--- config.mk ---
export PLATFORM = sky130hd
export DESIGN_NAME = bl_wl_config_writer
export DESIGN_NICKNAME = d
export VERILOG_FILES = /design/src/rtl/bl_wl_config_pkg.sv /design/src/rtl/bl_wl_pulse_timer.sv /design/src/rtl/bl_wl_config_writer.sv
export SDC_FILE = /design/constraint.sdc
export NUM_CORES = 1
export LEC_CHECK = 0
export BUFFER_PORTS_ARGS = -buffer_cell sky130_fd_sc_hd__buf_2
export CAP_MARGIN = 30
export CORE_MARGIN = 2
export CORE_UTILIZATION = 43
export DETAILED_ROUTE_END_ITERATION = 8
export PLACE_DENSITY = 0.65
export SETUP_SLACK_MARGIN = 0.1
export SLEW_MARGIN = 20
export SYNTH_ARGS = -nofsm -noshare
export SYNTH_HDL_FRONTEND = slang
export SYNTH_SLANG_ARGS = --single-unit
export TNS_END_PERCENT = 5
--- constraint.sdc ---
create_clock -name prog_clk -period 2.7 [get_ports prog_clk]
set_input_delay 0 -clock prog_clk [delete_from_list [all_inputs] [get_ports prog_clk]]
set_output_delay 0 -clock prog_clk [all_outputs]
set_load 0.02 [all_outputs]
--- src/rtl/bl_wl_config_pkg.sv ---
`default_nettype none
//==============================================================================
// Module      : bl_wl_config_pkg
// Description : Shared state encoding and CRC-16-CCITT helpers for the bl/wl
//               configuration writer.
// Revision    : 1.0 - initial release
//==============================================================================
package bl_wl_config_pkg;

    typedef enum logic [2:0] {
        ST_IDLE  = 3'd0,
        ST_SHIFT = 3'd1,
        ST_SETUP = 3'd2,
        ST_PULSE = 3'd3,
        ST_HOLD  = 3'd4,
        ST_DONE  = 3'd5,
        ST_CHECK = 3'd6,
        ST_ERR   = 3'd7
    } state_t;

    localparam logic [15:0] CRC_POLY = 16'h1021;
    localparam logic [15:0] CRC_INIT = 16'hFFFF;

    // One serial bit of CRC-16-CCITT, message MSB first.
    function automatic logic [15:0] crc16_step(input logic [15:0] crc, input logic data_bit);
        logic feedback;
        feedback = crc[15] ^ data_bit;
        return {crc[14:0], 1'b0} ^ (feedback ? CRC_POLY : 16'h0000);
    endfunction

endpackage
`default_nettype wire

--- src/rtl/bl_wl_pulse_timer.sv ---
`default_nettype none
//==============================================================================
// Module      : bl_wl_pulse_timer
// Description : Loadable down-counter timing the SETUP/PULSE/HOLD phases;
//               expired is high during the final cycle of the loaded duration.
// Revision    : 1.0 - initial release
//==============================================================================
module bl_wl_pulse_timer #(
    parameter int WIDTH = 1
) (
    input  logic             prog_clk,
    input  logic             global_resetn,
    input  logic             load,
    input  logic [WIDTH-1:0] load_value,
    output logic             expired
);

    logic [WIDTH-1:0] r_count;
    logic             r_active;

    // A load on the expiry cycle starts the next phase without a gap.
    always_ff @(posedge prog_clk or negedge global_resetn) begin
        if (!global_resetn) begin
            r_count  <= '0;
            r_active <= 1'b0;
        end else if (load) begin
            r_count  <= load_value;
            r_active <= 1'b1;
        end else if (r_active) begin
            if (r_count == '0) begin
                r_active <= 1'b0;
            end else begin
                r_count <= r_count - WIDTH'(1);
            end
        end
    end

    assign expired = r_active && (r_count == '0);

endmodule
`default_nettype wire

--- src/rtl/bl_wl_config_writer.sv ---
`default_nettype none
//==============================================================================
// Module      : bl_wl_config_writer
// Description : Serial bitstream to memory-bank bl/wl writer. Assembles one
//               NUM_BL-bit frame per row and commits it with a one-hot wl pulse.
// Options     : BL_WL_CONFIG_WRITER_CRC_EN adds a CRC-16 trailer check
//               (CHECK/ERR states, sticky error output).
// Revision    : 1.0 - initial release
//==============================================================================
module bl_wl_config_writer
    import bl_wl_config_pkg::*;
#(
    parameter int NUM_BL   = 70,
    parameter int NUM_WL   = 70,
    parameter int WL_SETUP = 1,
    parameter int WL_PULSE = 2,
    parameter int WL_HOLD  = 1
) (
    input  logic              prog_clk,
    input  logic              global_resetn,
    input  logic              start,
    input  logic              cfg_data,
    input  logic              cfg_valid,
    output logic              cfg_ready,
    output logic [NUM_BL-1:0] bl,
    output logic [NUM_WL-1:0] wl,
    output logic              busy,
    output logic              done,
    output logic              error
);

    localparam int BIT_W   = (NUM_BL > 1) ? $clog2(NUM_BL) : 1;
    localparam int ROW_W   = (NUM_WL > 1) ? $clog2(NUM_WL) : 1;
    localparam int TMR_MX1 = (WL_SETUP > WL_PULSE) ? WL_SETUP : WL_PULSE;
    localparam int TMR_MAX = (TMR_MX1 > WL_HOLD) ? TMR_MX1 : WL_HOLD;
    localparam int TMR_W   = (TMR_MAX > 1) ? $clog2(TMR_MAX) : 1;

    state_t              r_state;
    logic [BIT_W-1:0]    r_bit;
    logic [ROW_W-1:0]    r_row;
    logic [NUM_BL-1:0]   r_bl;
    logic [NUM_WL-1:0]   r_wl;
    logic                r_ready;
    logic                r_busy;
    logic                r_done;

    logic                w_xfer;
    logic                w_last_bit;
    logic                w_last_row;
    logic                w_start_ok;
    logic                w_tmr_load;
    logic [TMR_W-1:0]    w_tmr_value;
    logic                w_tmr_expired;

`ifdef BL_WL_CONFIG_WRITER_CRC_EN
    logic [15:0]         r_crc;
    logic [15:0]         r_trailer;
    logic [3:0]          r_trl_cnt;
    logic                r_error;
    logic [15:0]         w_trailer_next;

    assign w_trailer_next = {r_trailer[14:0], cfg_data};
`endif

    assign w_xfer     = cfg_valid && r_ready;
    assign w_last_bit = (r_bit == BIT_W'(NUM_BL - 1));
    assign w_last_row = (r_row == ROW_W'(NUM_WL - 1));
    assign w_start_ok = start && ((r_state == ST_IDLE) || (r_state == ST_DONE) ||
                                  (r_state == ST_ERR));

    // Timer loads on the same edge the FSM enters the phase it times.
    always_comb begin
        w_tmr_load  = 1'b0;
        w_tmr_value = '0;
        case (r_state)
            ST_SHIFT: begin
                if (w_xfer && w_last_bit) begin
                    w_tmr_load  = 1'b1;
                    w_tmr_value = TMR_W'(WL_SETUP - 1);
                end
            end
            ST_SETUP: begin
                if (w_tmr_expired) begin
                    w_tmr_load  = 1'b1;
                    w_tmr_value = TMR_W'(WL_PULSE - 1);
                end
            end
            ST_PULSE: begin
                if (w_tmr_expired) begin
                    w_tmr_load  = 1'b1;
                    w_tmr_value = TMR_W'(WL_HOLD - 1);
                end
            end
            default: begin
                w_tmr_load  = 1'b0;
                w_tmr_value = '0;
            end
        endcase
    end

    bl_wl_pulse_timer #(
        .WIDTH         (TMR_W)
    ) u_pulse_timer (
        .prog_clk      (prog_clk),
        .global_resetn (global_resetn),
        .load          (w_tmr_load),
        .load_value    (w_tmr_value),
        .expired       (w_tmr_expired)
    );

    always_ff @(posedge prog_clk or negedge global_resetn) begin
        if (!global_resetn) begin
            r_state   <= ST_IDLE;
            r_bit     <= '0;
            r_row     <= '0;
            r_bl      <= '0;
            r_wl      <= '0;
            r_ready   <= 1'b0;
            r_busy    <= 1'b0;
            r_done    <= 1'b0;
`ifdef BL_WL_CONFIG_WRITER_CRC_EN
            r_crc     <= CRC_INIT;
            r_trailer <= '0;
            r_trl_cnt <= '0;
            r_error   <= 1'b0;
`endif
        end else begin
            case (r_state)
                ST_IDLE, ST_DONE, ST_ERR: begin
                    if (w_start_ok) begin
                        r_state   <= ST_SHIFT;
                        r_row     <= '0;
                        r_bit     <= '0;
                        r_ready   <= 1'b1;
                        r_busy    <= 1'b1;
                        r_done    <= 1'b0;
`ifdef BL_WL_CONFIG_WRITER_CRC_EN
                        r_crc     <= CRC_INIT;
                        r_error   <= 1'b0;
`endif
                    end
                end

                ST_SHIFT: begin
                    if (w_xfer) begin
                        r_bl[r_bit] <= cfg_data;
`ifdef BL_WL_CONFIG_WRITER_CRC_EN
                        r_crc       <= crc16_step(r_crc, cfg_data);
`endif
                        if (w_last_bit) begin
                            r_bit   <= '0;
                            r_ready <= 1'b0;
                            r_state <= ST_SETUP;
                        end else begin
                            r_bit   <= r_bit + BIT_W'(1);
                        end
                    end
                end

                ST_SETUP: begin
                    if (w_tmr_expired) begin
                        r_wl    <= NUM_WL'(1) << r_row;
                        r_state <= ST_PULSE;
                    end
                end

                ST_PULSE: begin
                    if (w_tmr_expired) begin
                        r_wl    <= '0;
                        r_state <= ST_HOLD;
                    end
                end

                ST_HOLD: begin
                    if (w_tmr_expired) begin
                        if (w_last_row) begin
`ifdef BL_WL_CONFIG_WRITER_CRC_EN
                            r_state   <= ST_CHECK;
                            r_ready   <= 1'b1;
                            r_trl_cnt <= '0;
`else
                            r_state   <= ST_DONE;
                            r_busy    <= 1'b0;
                            r_done    <= 1'b1;
`endif
                        end else begin
                            r_row   <= r_row + ROW_W'(1);
                            r_ready <= 1'b1;
                            r_state <= ST_SHIFT;
                        end
                    end
                end

`ifdef BL_WL_CONFIG_WRITER_CRC_EN
                // Trailer arrives MSB first; compare on the 16th bit.
                ST_CHECK: begin
                    if (w_xfer) begin
                        r_trailer <= w_trailer_next;
                        r_trl_cnt <= r_trl_cnt + 4'd1;
                        if (r_trl_cnt == 4'd15) begin
                            r_ready <= 1'b0;
                            r_busy  <= 1'b0;
                            if (w_trailer_next == r_crc) begin
                                r_state <= ST_DONE;
                                r_done  <= 1'b1;
                            end else begin
                                r_state <= ST_ERR;
                                r_error <= 1'b1;
                            end
                        end
                    end
                end
`endif

                default: begin
                    r_state <= ST_IDLE;
                    r_wl    <= '0;
                    r_ready <= 1'b0;
                    r_busy  <= 1'b0;
                end
            endcase
        end
    end

    assign cfg_ready = r_ready;
    assign bl        = r_bl;
    assign wl        = r_wl;
    assign busy      = r_busy;
    assign done      = r_done;

`ifdef BL_WL_CONFIG_WRITER_CRC_EN
    assign error     = r_error;
`else
    assign error     = 1'b0;
`endif

endmodule
`default_nettype wire

# ---- Word-level counts from Yosys, hierarchy flattened
# Cells that the tools add are included.
# Widths: inputs -> output; s select.
dict set report word_totals {
  regBits 162
  latch_bits 0
  ram_bits 0
  mem_bits_ro 0
  in_bits 5
  output_inout_bits 144
  wordCells 103
  n_memories 0
}
dict set report op_classes {
  addsub 3
  mul 0
  div_mod_pow 0
  order_cmp 2
  eq_ne 16
  shifts 1
  muxes 44
  bitwise 4
  reduce_logical 23
}
# op count
set op_table {}
lappend op_table {{$pmux 70 s3} 1}
lappend op_table {{$mux 70} 2}
lappend op_table {{$bwmux 70} 1}
lappend op_table {{$shl 1x7->70 const A} 1}
lappend op_table {{$mux 7} 5}
lappend op_table {{$pmux 7 s2} 2}
lappend op_table {{$mux 3} 7}
lappend op_table {{$mux 1} 20}
lappend op_table {{$pmux 3 s5} 1}
lappend op_table {{$add 7x1->7 const B} 2}
lappend op_table {{$eq 7x7->1 const B} 2}
lappend op_table {{$reduce_and 4->1} 3}
lappend op_table {{$reduce_and 6->1} 2}
lappend op_table {{$ne 2x2->1 const B} 5}
lappend op_table {{$eq 3x3->1 const B} 3}
lappend op_table {{$lt 7x8->1 const B} 1}
lappend op_table {{$demux 1 s7} 1}
lappend op_table {{$ge 7x1->1 const B} 1}
lappend op_table {{$eq 3x2->1 const B} 2}
lappend op_table {{$ne 2x1->1 const B} 3}
lappend op_table {{$reduce_and 3->1} 2}
lappend op_table {{$reduce_bool 2->1} 3}
lappend op_table {{$reduce_or 3->1} 2}
lappend op_table {{$logic_and 1x1->1} 5}
lappend op_table {{other kinds (11)} 16}

# ---- Logic depth before layout (Yosys ltp)
dict set report depth {
  depth_word 6
  mapped_depth 7
  ltp_nobuf 6
}

# ---- Cells and area by module
# From an unflattened synthesis, not the netlist that was laid out.
dict set report unflattened {
  cells_unflattened 620
  hier_area_um2 7156.9
}
# module n_inst cells_each area_each_um2 seq_area_each_um2
set modules_own_cells {}
lappend modules_own_cells {bl_wl_config_writer 1 613 7073.0 4003.8}
lappend modules_own_cells {bl_wl_pulse_timer 1 7 83.8 50.0}

# ---- Least setup slack after synthesis
# Ideal clock, no wire load.
dict set report synth_timing {
  path_type {register to register}
  from {register r_state[2]}
  to {register r_bl[45], in the netlist bl[45]}
  setup_ns 0.125
  arrival_time_ns 1.964
  required_time_ns 2.575
  path_slack_ns 0.611
  path_stages_with_launch 7
  path_buffers 2
  period_less_slack_ns 2.089
  path_cell_list {dfrtp_1 buf_2 or3b_1 buf_6 or4_4 nor3_1 mux2_2}
}
dict set report synth_between {
  elab_chain_cells 2
}
# item line_no
set synth_lines {}
lappend synth_lines {{start, declared} bl_wl_config_writer.sv:38} ;# state_t r_state;
lappend synth_lines {{start signal, assigned} bl_wl_config_writer.sv:113} ;# r_state <= ST_IDLE;
lappend synth_lines {{start signal, assigned} bl_wl_config_writer.sv:131} ;# r_state <= ST_SHIFT;
lappend synth_lines {{start signal, assigned} bl_wl_config_writer.sv:153} ;# r_state <= ST_SETUP;
lappend synth_lines {{$eq 3x1->1} bl_wl_config_writer.sv:128} ;# case (r_state)
lappend synth_lines {{$reduce_and 2->1 (no source line)} -}
lappend synth_lines {{end signal, assigned by index} bl_wl_config_writer.sv:146} ;# r_bl[r_bit] <= cfg_data;
lappend synth_lines {{end, declared} bl_wl_config_writer.sv:41} ;# logic [NUM_BL-1:0] r_bl;
# No other way between the ends.
# A chain may end at the register's enable or synchronous reset.

# ---- Worst setup path in the final report
# Ends and elaborated chain as after synthesis.

==> impl_metrics.env <==
export IMPL_synth_ff_type="dfrtp_1"
export IMPL_num_rows=47
export IMPL_worst_slack_ns=0.396
export IMPL_maxSlewViolCount=0
export IMPL_cts_setup_buffers=0
export IMPL_numCtsBuffers=17
export IMPL_cp_endpoint="bl[45]$_DFFE_PN0P_"
export IMPL_rsz0062_at_grt="no"
export IMPL_multi_input_area_um2=2980
export IMPL_slew_headroom_pct=43.6
export IMPL_setup_tns_ns=0
export IMPL_grt_pass1_wl_um=29300
export IMPL_first_iter_violations=403
export IMPL_antennaDiodeCount=0
export IMPL_clock_fmax_mhz=434
export IMPL_swShare_pct=27.3
export IMPL_path_cells="or3b_1, or4_4, nor3_1, mux2_2"
export IMPL_dpl_worst_slack_ns=0.448
export IMPL_netlist_instances=679
export IMPL_fin_crit_sh_pct=85.3
export IMPL_synth_top_area_share_pct=55.4
export IMPL_cts_path_max_buffers=2
export IMPL_routed_via_density=5.48
export IMPL_maxCapViolCount=0
export IMPL_synth_xor_area_share_pct=0
export IMPL_top_level_ports=149
export IMPL_crit_buf_inv=0
export IMPL_cts_root_buf="clkbuf_16"
export IMPL_die_x_um=134
export IMPL_grt_ovfl_total=0
export IMPL_cp_num_cells=4
export IMPL_r2r_slack_ns=0.40
export IMPL_p_int_uw=4370
export IMPL_grt_usage_pct=20.5
export IMPL_htreeDepth=4
export IMPL_comb_power_share_pct=12.0
export IMPL_regArea_um2=4050
export IMPL_port_buffers=147
export IMPL_total_leakage_power_uw=0.00454
export IMPL_yosysUniqueCellTypes=61
export IMPL_vias=5764
export IMPL_seq_area_frac_synth_pct=55.4
export IMPL_required_ns=3.00
export IMPL_crit_family="simple AND/OR/NAND/NOR gates"
export IMPL_antenna_left=0
export IMPL_yosysWarnings=0
export IMPL_cts_clk_slew_worst_paths_ns=0.06
export IMPL_critical_path_max_stage_delay_ns=0.58
export IMPL_drc_errors=0
export IMPL_setup_viol=0
export IMPL_grt_max_degree=80
export IMPL_final_hold_viol_count=0
export IMPL_finalCriticalPeriod_ns=2.30
export IMPL_async_reset_ff_share_pct=100
export IMPL_r2r_start="r_state[2]$_DFFE_PN0P_"
export IMPL_ff2ff_path_depth=4
export IMPL_syn2layout_area_growth_pct=22.8
export IMPL_synth_edff_count=0
export IMPL_routabilityCongestion=0.814
export IMPL_crit_path_start="r_state[2]$_DFFE_PN0P_"
export IMPL_crit_fanout=9
export IMPL_antenna_found_initial=0
export IMPL_synth_top_area_cell="dfrtp_1"
export IMPL_synth_simple_area_share_pct=17.8
export IMPL_crit_path_end_kind="flop"
export IMPL_power_density_nw_per_um2=668
export IMPL_critPathSlowestCell="or3b_1"
export IMPL_synth_top_family_by_area="simple AND/OR/NAND/NOR gates"
export IMPL_drive_above_1_share_pct=33.4
export IMPL_synth_adder_area_share_pct=1.37
export IMPL_synth_area_um2=7320
export IMPL_synth_compound_area_share_pct=10.4
export IMPL_cp_arrival_ns=2.60
export IMPL_fill_cells=1482
export IMPL_core_um2=16600
export IMPL_routed_wl_um=18200
export IMPL_clock_skew_ns=0.0103
export IMPL_p_switching_uw=1640
export IMPL_seq_power_share_pct=43.5
export IMPL_initial_utilization_pct=44.1
export IMPL_clkLatencyLatePin_ns=0.42
export IMPL_clkPwrFrac_pct=44.5
export IMPL_synth_area_per_cell_um2=10.8
export IMPL_ys_ff_latch=162
export IMPL_grt_pass1_vias=5560
export IMPL_drt_first_pass_iters=5
export IMPL_peakVddDrop_mv=0.419
export IMPL_die_h_um=134
export IMPL_status="complete, no violations"
export IMPL_cts_tree="yes"
export IMPL_yosys_top_cells_area="dfrtp_1 (55%), mux2_2 (9.4%), nand2_1 (5.3%)"
export IMPL_cts_sinks=162
export IMPL_syn_nets=692
export IMPL_die_area_um2=18100
export IMPL_fin_nets=833
export IMPL_r2r_end="bl[45]$_DFFE_PN0P_"
export IMPL_worst_slew_pin_slew_ns=0.841
export IMPL_wl_per_cell_um=17.3
export IMPL_synthMuxAreaShare_pct=10.9
export IMPL_dp_hpwl_um=12600
export IMPL_min_path_type="in2reg"
export IMPL_crit_type="reg2reg"
export IMPL_crit_path_start_kind="flop"
[placed cells by master (no fill, tap or decap), drive strengths merged, types with 7 or more instances in the layout]
cell type	Yosys	routed
a21oi	15	15
and3	10	10
buf	17	172
clkbuf	34	17
dfrtp	162	162
ha	8	8
inv	12	17
mux2	71	71
nand2	103	103
nand2b	11	11
nand3	47	47
nand4	12	12
nor2	16	16
nor2b	8	8
nor3	14	14
o21ai	67	67
o31ai	7	7
[cell type report]
cell class	instances	area share (%)
timing repair buffer	173	11.0
sequential	162	45.1
clock buffer	17	4.73
tap	220	3.06
multi-input combinational	454	33.1
clock inverter	14	2.51
inverter	12	0.501
[power by group through the flow]
stage	Combinational [uW]	Sequential [uW]	Clock [uW]
2_1_floorplan	478	2600	0
3_3_place_gp	688	2650	0
3_5_place_dp	711	2660	0
4_1_cts	716	2610	2720
5_1_grt	788	2630	2820
6_report	718	2610	2670
[worst reg2reg max path, delay by kind of cell, from the launching register on]
kind / cells / cell delay, ns
mux: 1 / 0.36
simple gates: 3 / 1.36
flops: 1 / 0.46
[worst min path at each step]
stage / start / end / slack [ns] / cells past startpoint
floorplan: global_resetn / bl[0]$_DFFE_PN0P_ / -0.30 / 0
global route: start / busy$_DFFE_PN0P_ / 0.02 / 3
finish: start / busy$_DFFE_PN0P_ / 0.01 / 3
detailed placement: global_resetn / wl[1]$_DFFE_PN0P_ / 0.08 / 1
global placement: global_resetn / wl[1]$_DFFE_PN0P_ / 0.07 / 1
CTS: start / busy$_DFFE_PN0P_ / 0.003 / 3
[cell families after synthesis]
kind of cell             count (synthesis)
AO/OA/AOI/OAI                          126
adder cells (fa/ha/maj)                  8
buffers and inverters                   63
flip-flops                             162
multiplexers                            71
other                                    1
AND/OR/NAND/NOR                        248
[what timing repair did]
action,CTS,global route
gates resized for setup,0,0
endpoints found under the hold margin,77,0
hold buffers,1,0
[state kept, by name (all words and copies together), names as in the netlist]
signal / flops
u_pulse_timer.r_active: 1
r_row: 7
bl: 70
r_bit: 7
r_state: 3
wl: 70
cfg_ready: 1
busy: 1
u_pulse_timer.r_count: 1
done: 1
[cell usage after synthesis, types with 2 or more instances]
cell type	n
nor2_1	16
ha_1	8
nand3_1	47
clkbuf_1	33
o41ai_1	5
dfrtp_1	162
or3_1	2
nand2_1	103
o22ai_1	2
o2bb2ai_1	2
a21o_1	2
a211oi_1	4
a22o_1	5
mux2_1	10
o31ai_1	7
nor3b_2	2
nand3b_1	3
o21ai_1	4
inv_1	12
or3b_1	2
buf_4	2
nor4bb_1	2
o21bai_1	3
nor3_1	12
mux2_2	61
nor3_2	2
a21oi_1	15
nor4_2	2
nor3b_1	3
buf_2	5
buf_1	4
nand2b_1	10
nor4_4	2
or4_4	2
and3_1	10
buf_6	6
o21ai_0	63
a31oi_1	3
nor2b_1	8
nand4_1	12
[per-layer routing]
metal  share of wire (%)  vias to the layer above  global-route usage [%]
li1                    -                     2683                       -
met1                  46                     2859                    29.6
met2                  47                      207                    31.3
met3                 5.6                       15                    4.27
met4                0.99                        0                    5.61
met5                   0                        -                       0
[per-stage QoR]
stage	hold slack [ns]	cell area, um2	instances	utilization (%)	total power (uW)
after floorplan	-0.296	7320	679	-	3080
after global placement	0.0691	8300	1019	50.0	3340
after detailed placement	0.0835	8300	1019	50.0	3370
after CTS	0.00346	8960	1051	54.0	6050
after global routing	0.0159	8990	1052	54.2	6240
final	0.0101	8990	1052	54.2	6000
(Power assumes the default switching activity.)
